**config.mk**
```make
export PLATFORM = sky130hd
export DESIGN_NAME = rvfpm_result_arb
export DESIGN_NICKNAME = d
export VERILOG_FILES = /design/src/rtl/rvfpm_result_arb.sv
export SDC_FILE = /design/constraint.sdc
export NUM_CORES = 1
export LEC_CHECK = 0
export CORE_ASPECT_RATIO = 0.6
export CORE_MARGIN = 2
export CORE_UTILIZATION = 43
export DETAILED_ROUTE_END_ITERATION = 12
export PLACE_DENSITY_LB_ADDON = 0.1
export SLEW_MARGIN = 30
export SYNTH_ARGS = -nofsm -noshare
export SYNTH_HDL_FRONTEND = slang
export SYNTH_SLANG_ARGS = --single-unit
```
**constraint.sdc**
```tcl
create_clock -name ck -period 6.91 [get_ports ck]
set_input_delay 1.0365 -clock ck [delete_from_list [all_inputs] [get_ports ck]]
set_output_delay 1.0365 -clock ck [all_outputs]
set_load 0.01 [all_outputs]
```
**src/rtl/rvfpm_result_arb.sv**
```systemverilog
`default_nettype none
// ============================================================================
// Module  : rvfpm_result_arb
// Brief   : Round-robin arbiter sharing the XIF result port between FPU result
//           producers, with a one-entry registered output stage and a
//           counter of results handed to the core.
// Revision: 1.0 - initial release
// ============================================================================
module rvfpm_result_arb #(
    parameter int NUM_SRC    = 2,
    parameter int X_ID_WIDTH = 4,
    parameter int FLEN       = 32,
    parameter int CNT_WIDTH  = 32
) (
    input  logic                            ck,
    input  logic                            rst,
    input  logic [NUM_SRC-1:0]              src_valid,
    output logic [NUM_SRC-1:0]              src_ready,
    input  logic [NUM_SRC*X_ID_WIDTH-1:0]   src_id,
    input  logic [NUM_SRC*FLEN-1:0]         src_data,
    input  logic [NUM_SRC*5-1:0]            src_rd,
    input  logic [NUM_SRC-1:0]              src_we,
    output logic                            result_valid,
    input  logic                            result_ready,
    output logic [X_ID_WIDTH-1:0]           result_id,
    output logic [FLEN-1:0]                 result_data,
    output logic [4:0]                      result_rd,
    output logic                            result_we,
    output logic [CNT_WIDTH-1:0]            result_cnt
);

    localparam int         c_ptr_w    = (NUM_SRC > 1) ? $clog2(NUM_SRC) : 1;
    localparam logic [0:0] c_st_empty = 1'b0;
    localparam logic [0:0] c_st_full  = 1'b1;

    logic [0:0]            r_state;
    logic [0:0]            w_state_nxt;
    logic [c_ptr_w-1:0]    r_rr_ptr;
    logic [c_ptr_w-1:0]    w_grant_idx;
    logic [c_ptr_w-1:0]    w_ptr_nxt;
    logic                  w_grant_vld;
    logic                  w_load_en;
    logic                  w_load;
    logic [X_ID_WIDTH-1:0] r_id;
    logic [FLEN-1:0]       r_data;
    logic [4:0]            r_rd;
    logic                  r_we;
    logic [CNT_WIDTH-1:0]  r_cnt;

    // Ready path is combinational from result_ready so a full stage can be
    // drained and refilled in the same cycle.
    assign w_load_en = (r_state == c_st_empty) || result_ready;
    assign w_load    = w_load_en && w_grant_vld;

    // Scan downward so the lowest offset from the pointer wins.
    always_comb begin : p_arbiter
        int v_idx;
        v_idx       = 0;
        w_grant_vld = 1'b0;
        w_grant_idx = '0;
        for (int k = NUM_SRC - 1; k >= 0; k--) begin
            v_idx = int'(r_rr_ptr) + k;
            if (v_idx >= NUM_SRC) begin
                v_idx = v_idx - NUM_SRC;
            end
            if (src_valid[c_ptr_w'(v_idx)]) begin
                w_grant_vld = 1'b1;
                w_grant_idx = c_ptr_w'(v_idx);
            end
        end
    end

    assign w_ptr_nxt = (w_grant_idx == c_ptr_w'(NUM_SRC - 1)) ? '0 : w_grant_idx + 1'b1;

    generate
        for (genvar i = 0; i < NUM_SRC; i++) begin : g_src_ready
            assign src_ready[i] = w_load && !rst && (w_grant_idx == c_ptr_w'(i));
        end
    endgenerate

    always_comb begin : p_next_state
        w_state_nxt = r_state;
        if (w_load_en) begin
            w_state_nxt = w_grant_vld ? c_st_full : c_st_empty;
        end
    end

    always_ff @(posedge ck or posedge rst) begin : p_state
        if (rst) begin
            r_state <= c_st_empty;
        end else begin
            r_state <= w_state_nxt;
        end
    end

    always_ff @(posedge ck or posedge rst) begin : p_datapath
        if (rst) begin
            r_rr_ptr <= '0;
            r_id     <= '0;
            r_data   <= '0;
            r_rd     <= '0;
            r_we     <= 1'b0;
            r_cnt    <= '0;
        end else begin
            if (w_load) begin
                r_rr_ptr <= w_ptr_nxt;
                r_id     <= src_id[w_grant_idx*X_ID_WIDTH +: X_ID_WIDTH];
                r_data   <= src_data[w_grant_idx*FLEN +: FLEN];
                r_rd     <= src_rd[w_grant_idx*5 +: 5];
                r_we     <= src_we[w_grant_idx];
            end
            if ((r_state == c_st_full) && result_ready) begin
                r_cnt <= r_cnt + 1'b1;
            end
        end
    end

    assign result_valid = (r_state == c_st_full);
    assign result_id    = r_id;
    assign result_data  = r_data;
    assign result_rd    = r_rd;
    assign result_we    = r_we;
    assign result_cnt   = r_cnt;

endmodule
`default_nettype wire

```
==> impl_metrics.py, run 1 <==
metrics = {
    "detailed_routing": {
        "routed-via-count": 2968,
        "via_per_inst": 5.06,
        "wirelength_um": 9150,
        "drt_iter0_markers": 151,
        "first_pass_iters": 4,
        "wl_per_cell_um": 15.6,
        "drc": 0,
        "ant_nets": 0,
    },
    "yosys": {
        "post-synth-top-count-cell": "dfrtp_1",
        "synth_top_area_cell": "dfrtp_1",
        "synthFlopType": "dfrtp_1",
        "synth-edff-count": 0,
        "synth-seq-cells": 76,
        "synth.distinct_cells": 30,
        "synthCells": 318,
        "synth.avg_cell_area_um2": 10.4,
        "ys_seq_area_share_pct": 57.4,
        "yosys-top-cells-count": "76 x dfrtp_1, 53 x nand2_1, 42 x o21ai_0, 42 x o22ai_1, 26 x xnor2_1",
        "synth_fp_nets": 408,
        "yosys_warnings": 0,
        "ys_top_cells_by_area": "dfrtp_1 57%, o22ai_1 7.9%, xnor2_1 6.9%",
        "yosys.area.top_type_share_pct": 57.4,
        "syn_area_um2": 3310,
        "async_flop_share_pct": 100,
    },
    "cts": {
        "post_cts_buffers": 0,
        "clockBufferDepth": 2,
        "cts.repair.resized": 0,
        "ctsHtreeMaxLevel": 3,
        "cts-root-buf": "clkbuf_16",
        "cts_tree": "done",
        "clk_pin_slew_ns": 0.06,
        "cts_hold_buf": 0,
        "clkLatencyLatePin_ns": 0.33,
        "clkSinkCount": 76,
        "cts-buffers-inserted": 9,
    },
    "cells_and_area": {
        "fin_util_pct": 72.8,
        "drive_gt1_share_pct": 6.43,
        "diodes": 0,
        "layout.nets": 567,
        "areaGrowthSynthToFinish_pct": 61.7,
    },
    "min_path": {
        "min_to": "result_cnt[31]",
        "hold_depth": 1,
        "hp-start": "result_cnt[31]",
        "hp-class": "reg2reg",
    },
    "global_route": {
        "grt.total_usage_pct": 22.9,
        "grt_overflow_total": 0,
        "grt_pass1_wl_um": 15100,
        "antenna_found_initial": 0,
        "grt_max_degree": 86,
        "grt_pass1_vias": 2984,
    },
    "timing": {
        "rsz0062_at_grt": "false",
        "fmax_ghz": 0.259,
        "worstMarginPinSlew_ns": 0.714,
        "finalSetupViolCount": 0,
        "hold_violations": 0,
        "period_minus_slack_ns": 3.86,
        "tns_ns": 0,
        "relSlewSlack_pct": 52.0,
        "fin_skew_ns": 0.00303,
        "maxSlewViolCount": 0,
        "min_period_over_period_pct": 55.9,
        "whs_ns": 0.476,
    },
    "power": {
        "powerDensity_nw_per_um2": 301,
        "p_leak_uw": 0.00224,
        "ir_worst_vdd_v": 0.000165,
        "total_power_uw": 1610,
    },
    "worst_setup_path": {
        "critPathMaxFanout": 43,
        "worst-r2r-cell-count": 5,
        "r2r_start": "result_cnt[0]",
        "start_kind": "primary input",
        "end_kind": "output pin",
        "r2r-end": "result_cnt[28]",
        "worst_ep_required_time_ns": 5.87,
        "criticalPathCategory": "in2out",
        "ff2ff_setup_slack_ns": 4.95,
        "arrival_ns": 2.82,
    },
    "placed_design": {
        "place.gp.congestion": 0.742,
        "dp_hpwl_um": 6550,
        "numPortBuffers": 164,
    },
    "floorplan": {
        "fp.dieArea_um2": 8450,
        "design.portCount": 166,
        "dieWidth_um": 117,
        "die_h_um": 72.0,
        "initial_utilization_pct": 45.0,
        "std_cell_rows": 24,
        "core_area_um2": 7360,
    },
    "run_status": {
        "status": "finished clean",
    },
    "flow_run": {
        "max_cap_violations": 0,
    },
}
state kept, by name, summed over array words and instances, names as in the netlist:
| signal | flops |
|---|---|
| result_cnt | 32 |
| result_data | 32 |
| result_rd | 5 |
| result_id | 4 |
| r_rr_ptr | 1 |
| result_valid | 1 |
| result_we | 1 |
cell usage in the layout (no fill, tap or decap), drive strengths merged:
cell type / n
clkdlybuf4s50: 164
dfrtp: 76
nand2: 53
o22ai: 42
o21ai: 42
xnor2: 26
nand3: 15
clkbuf: 9
nand4: 9
xor2: 6
nor2: 5
clkinv: 5
and3: 4
nor3: 4
nor4: 4
and4: 3
inv: 3
buf: 3
bufinv: 2
or2b: 1
and2: 1
nand2b: 1
mux2: 1
or2: 1
ha: 1
clkinvlp: 1
worst max path at each step:
stage | cells after the start | to | startpoint | slack [ns]
finish | 5 | src_ready[1] | src_valid[0] | 3.05
global route | 5 | src_ready[1] | src_valid[0] | 2.93
CTS | 5 | src_ready[1] | src_valid[0] | 3.04
detailed placement | 5 | src_ready[1] | src_valid[0] | 3.04
global placement | 5 | src_ready[1] | src_valid[0] | 3.05
floorplan | 2 | src_ready[1] | rst | 2.83
final cells by class:
cell class	count	area, um^2
sequential	76	1900
clock inverter	7	91.3
multi-input combinational	219	1320
clock buffer	9	225
fill	567	2000
inverter	4	16.3
tap	104	130
timing repair buffer	167	1670
power by group:
group	internal [uW]	leakage, uW	switching (uW)	total, uW
logic	271	0.00111	244	516
registers	536	0.000972	66.2	602
clock network	314	0.000155	180	495
total	1120	0.00224	491	1610
kinds of logic (layout without fill, tap and decap cells):
| group | count (synthesis) | count (layout) | share of synthesized area [%] |
|---|---|---|---|
| AOI/OAI and AO/OA | 84 | 84 | 14.3 |
| xor gates and xnor gates | 32 | 32 | 8.46 |
| muxes | 1 | 1 | 0.340 |
| DFF | 76 | 76 | 57.4 |
| buffers and inverters | 23 | 187 | 2.98 |
| and+or+nand+nor | 101 | 101 | 16.2 |
| adders and majority gates | 1 | 1 | 0.378 |
metrics by stage:
step           instances  area (um^2)  setup WS, ns
6_report             586         5360          3.05
5_1_grt              586         5360          2.93
2_1_floorplan        318         3310          2.83
3_5_place_dp         570         5040          3.04
3_3_place_gp         570         5030          3.05
4_1_cts              586         5350          3.04
worst max-delay path: stages:
cell and delay, ns:
clkdlybuf4s50_1 0.49, and2_1 0.13, buf_4 0.37, and3_1 0.22, clkdlybuf4s50_1 0.57
metal layers:
layer | GRT usage [%] | share of wire, % | routed length, um | up-vias
li1 | - | - | - | 1453
met1 | 28.3 | 44 | 3990 | 1404
met2 | 38.6 | 49 | 4470 | 101
met3 | 7.94 | 6.6 | 606 | 10
met4 | 7.10 | 0.82 | 75 | 0
met5 | 0 | 0 | 0 | -
Power figures use the tool's default switching activity.
==> run 2: changes to the inputs <==
CORE_UTILIZATION = 40   (was 43)
clock period = 4 ns   (was 6.91 ns; I/O delays follow)
==> run 2 against run 1 <==
Register-to-register slack worse by 2.9 ns; critical path depth stayed put; sequential cell count unchanged; clock power rose by 86%; core utilization decreased by 5.0 points.
==> impl_metrics.py, run 2 (synthesis gave the netlist of run 1 again) <==
metrics = {
    "worst_setup_path": {
        "start_kind": "primary input",
        "critPathMaxFanout": 5,
        "r2r-end": "result_cnt[28]",
        "end_kind": "output pin",
        "crit_start": "result_ready",
        "worst-r2r-cell-count": 5,
        "criticalPathCategory": "in2out",
        "arrival_ns": 2.19,
        "worst_ep_required_time_ns": 3.40,
        "r2r_start": "result_cnt[0]",
        "ff2ff_setup_slack_ns": 2.03,
    },
    "global_route": {
        "grt_overflow_total": 0,
        "grt_pass1_wl_um": 14700,
        "antenna_found_initial": 0,
        "grt.total_usage_pct": 21.4,
        "grt_pass1_vias": 2970,
        "grt_max_degree": 86,
    },
    "cells_and_area": {
        "diodes": 0,
        "drive_gt1_share_pct": 6.43,
        "fin_util_pct": 67.8,
        "layout.nets": 568,
        "multi_input_area_um2": 1320,
        "layout_commonest_cell": "clkdlybuf4s50_1",
        "areaGrowthSynthToFinish_pct": 62.5,
        "most-common-layout-cells": "164 x clkdlybuf4s50_1, 76 x dfrtp_1, 52 x nand2_1",
        "seq_area_um2": 1900,
        "n_fill_cell": 655,
    },
    "detailed_routing": {
        "highest_layer": "met4",
        "routed-via-count": 2952,
        "wl_per_cell_um": 15.6,
        "drt_iter0_markers": 150,
        "first_pass_iters": 4,
        "via_per_inst": 5.00,
        "met2_length_um": 4290,
        "wirelength_um": 9210,
        "met1Wirelength_um": 3960,
        "ant_nets": 0,
        "met3WireLength_um": 685,
        "drc": 0,
    },
    "cts": {
        "ctsHtreeMaxLevel": 3,
        "clk_pin_slew_ns": 0.06,
        "clkSinkCount": 76,
        "cts-root-buf": "clkbuf_16",
        "post_cts_buffers": 0,
        "cts_tree": "done",
        "cts_hold_buf": 0,
        "cts-buffers-inserted": 9,
        "clockBufferDepth": 2,
        "cts.repair.resized": 0,
        "clkLatencyLatePin_ns": 0.33,
    },
    "power": {
        "total_power_uw": 2850,
        "ir_worst_vdd_v": 0.000286,
        "powerDensity_nw_per_um2": 529,
        "p_leak_uw": 0.00224,
    },
    "timing": {
        "maxSlewViolCount": 0,
        "tns_ns": 0,
        "period_minus_slack_ns": 2.79,
        "fmax_ghz": 0.358,
        "hold_violations": 0,
        "rsz0062_at_grt": "false",
        "relSlewSlack_pct": 53.5,
        "worstMarginPinSlew_ns": 0.698,
        "min_period_over_period_pct": 69.8,
        "finalSetupViolCount": 0,
        "whs_ns": 0.470,
        "setup_ws_ns": 1.21,
        "fin_skew_ns": 0.00756,
    },
    "floorplan": {
        "design.portCount": 166,
        "fp.dieArea_um2": 9050,
        "dieWidth_um": 121,
        "core_area_um2": 7950,
        "initial_utilization_pct": 41.7,
        "std_cell_rows": 25,
        "die_h_um": 74.5,
    },
    "placed_design": {
        "place.gp.congestion": 0.788,
        "dp_hpwl_um": 6550,
        "pre_cts_slack_ns": 1.22,
        "numPortBuffers": 164,
    },
    "min_path": {
        "hp-class": "reg2reg",
        "hp-start": "result_cnt[31]",
        "hold_depth": 1,
        "min_to": "result_cnt[31]",
    },
    "run_status": {
        "status": "finished clean",
    },
    "flow_run": {
        "max_cap_violations": 0,
    },
}
-- run 2: cell types whose count changed in the layout (fill, tap and decap cells not counted) --
| cell | delta |
|---|---|
| bufinv_16 | +1 |
| clkbuf_8 | +1 |
| nor4_2 | +1 |
| clkinv_4 | -1 |
| clkinvlp_4 | -1 |
| nor4_4 | -1 |
| inv_2 | -1 |
| buf_4 | +1 |
-- run 2: worst max-delay path, stage by stage --
cell,delay (ns)
clkdlybuf4s50_1,0.60
or2b_1,0.18
nand2_2,0.06
nor3_1,0.14
clkdlybuf4s50_1,0.60
-- run 2: area by class of cell --
class,instances,share of cell area (%)
Clock buffer,10,4.44
Clock inverter,5,1.86
Inverter,4,0.325
Multi-Input combinational cell,219,24.4
Sequential cell,76,35.3
Tap cell,108,2.51
Timing Repair Buffer,168,31.1
-- run 2: worst max path at each step --
stage	cells after the start	slack [ns]	endpoint
2_1_floorplan	2	0.80	src_ready[1]
3_3_place_gp	5	1.23	src_ready[0]
3_5_place_dp	5	1.22	src_ready[0]
4_1_cts	5	1.20	src_ready[0]
5_1_grt	5	1.10	src_ready[0]
6_report	5	1.21	src_ready[0]
-- run 2: layer usage --
| metal | global-route usage (%) | vias up |
|---|---|---|
| li1 | - | 1450 |
| met1 | 25.9 | 1366 |
| met2 | 35.1 | 114 |
| met3 | 7.44 | 22 |
| met4 | 10.3 | 0 |
| met5 | 0 | - |
-- run 2: metrics by stage --
step	instance area [um^2]	cells
floorplan	3310	318
global placement	5040	575
detailed placement	5040	575
CTS	5380	590
global route	5380	590
finish	5380	590
-- run 2: power by group --
part / internal (uW) / leakage (uW) / total [uW] / switching (uW)
registers: 926 / 0.000972 / 1040 / 110
clock network: 620 / 0.000168 / 921 / 301
logic: 469 / 0.00110 / 893 / 425
total: 2010 / 0.00224 / 2850 / 836
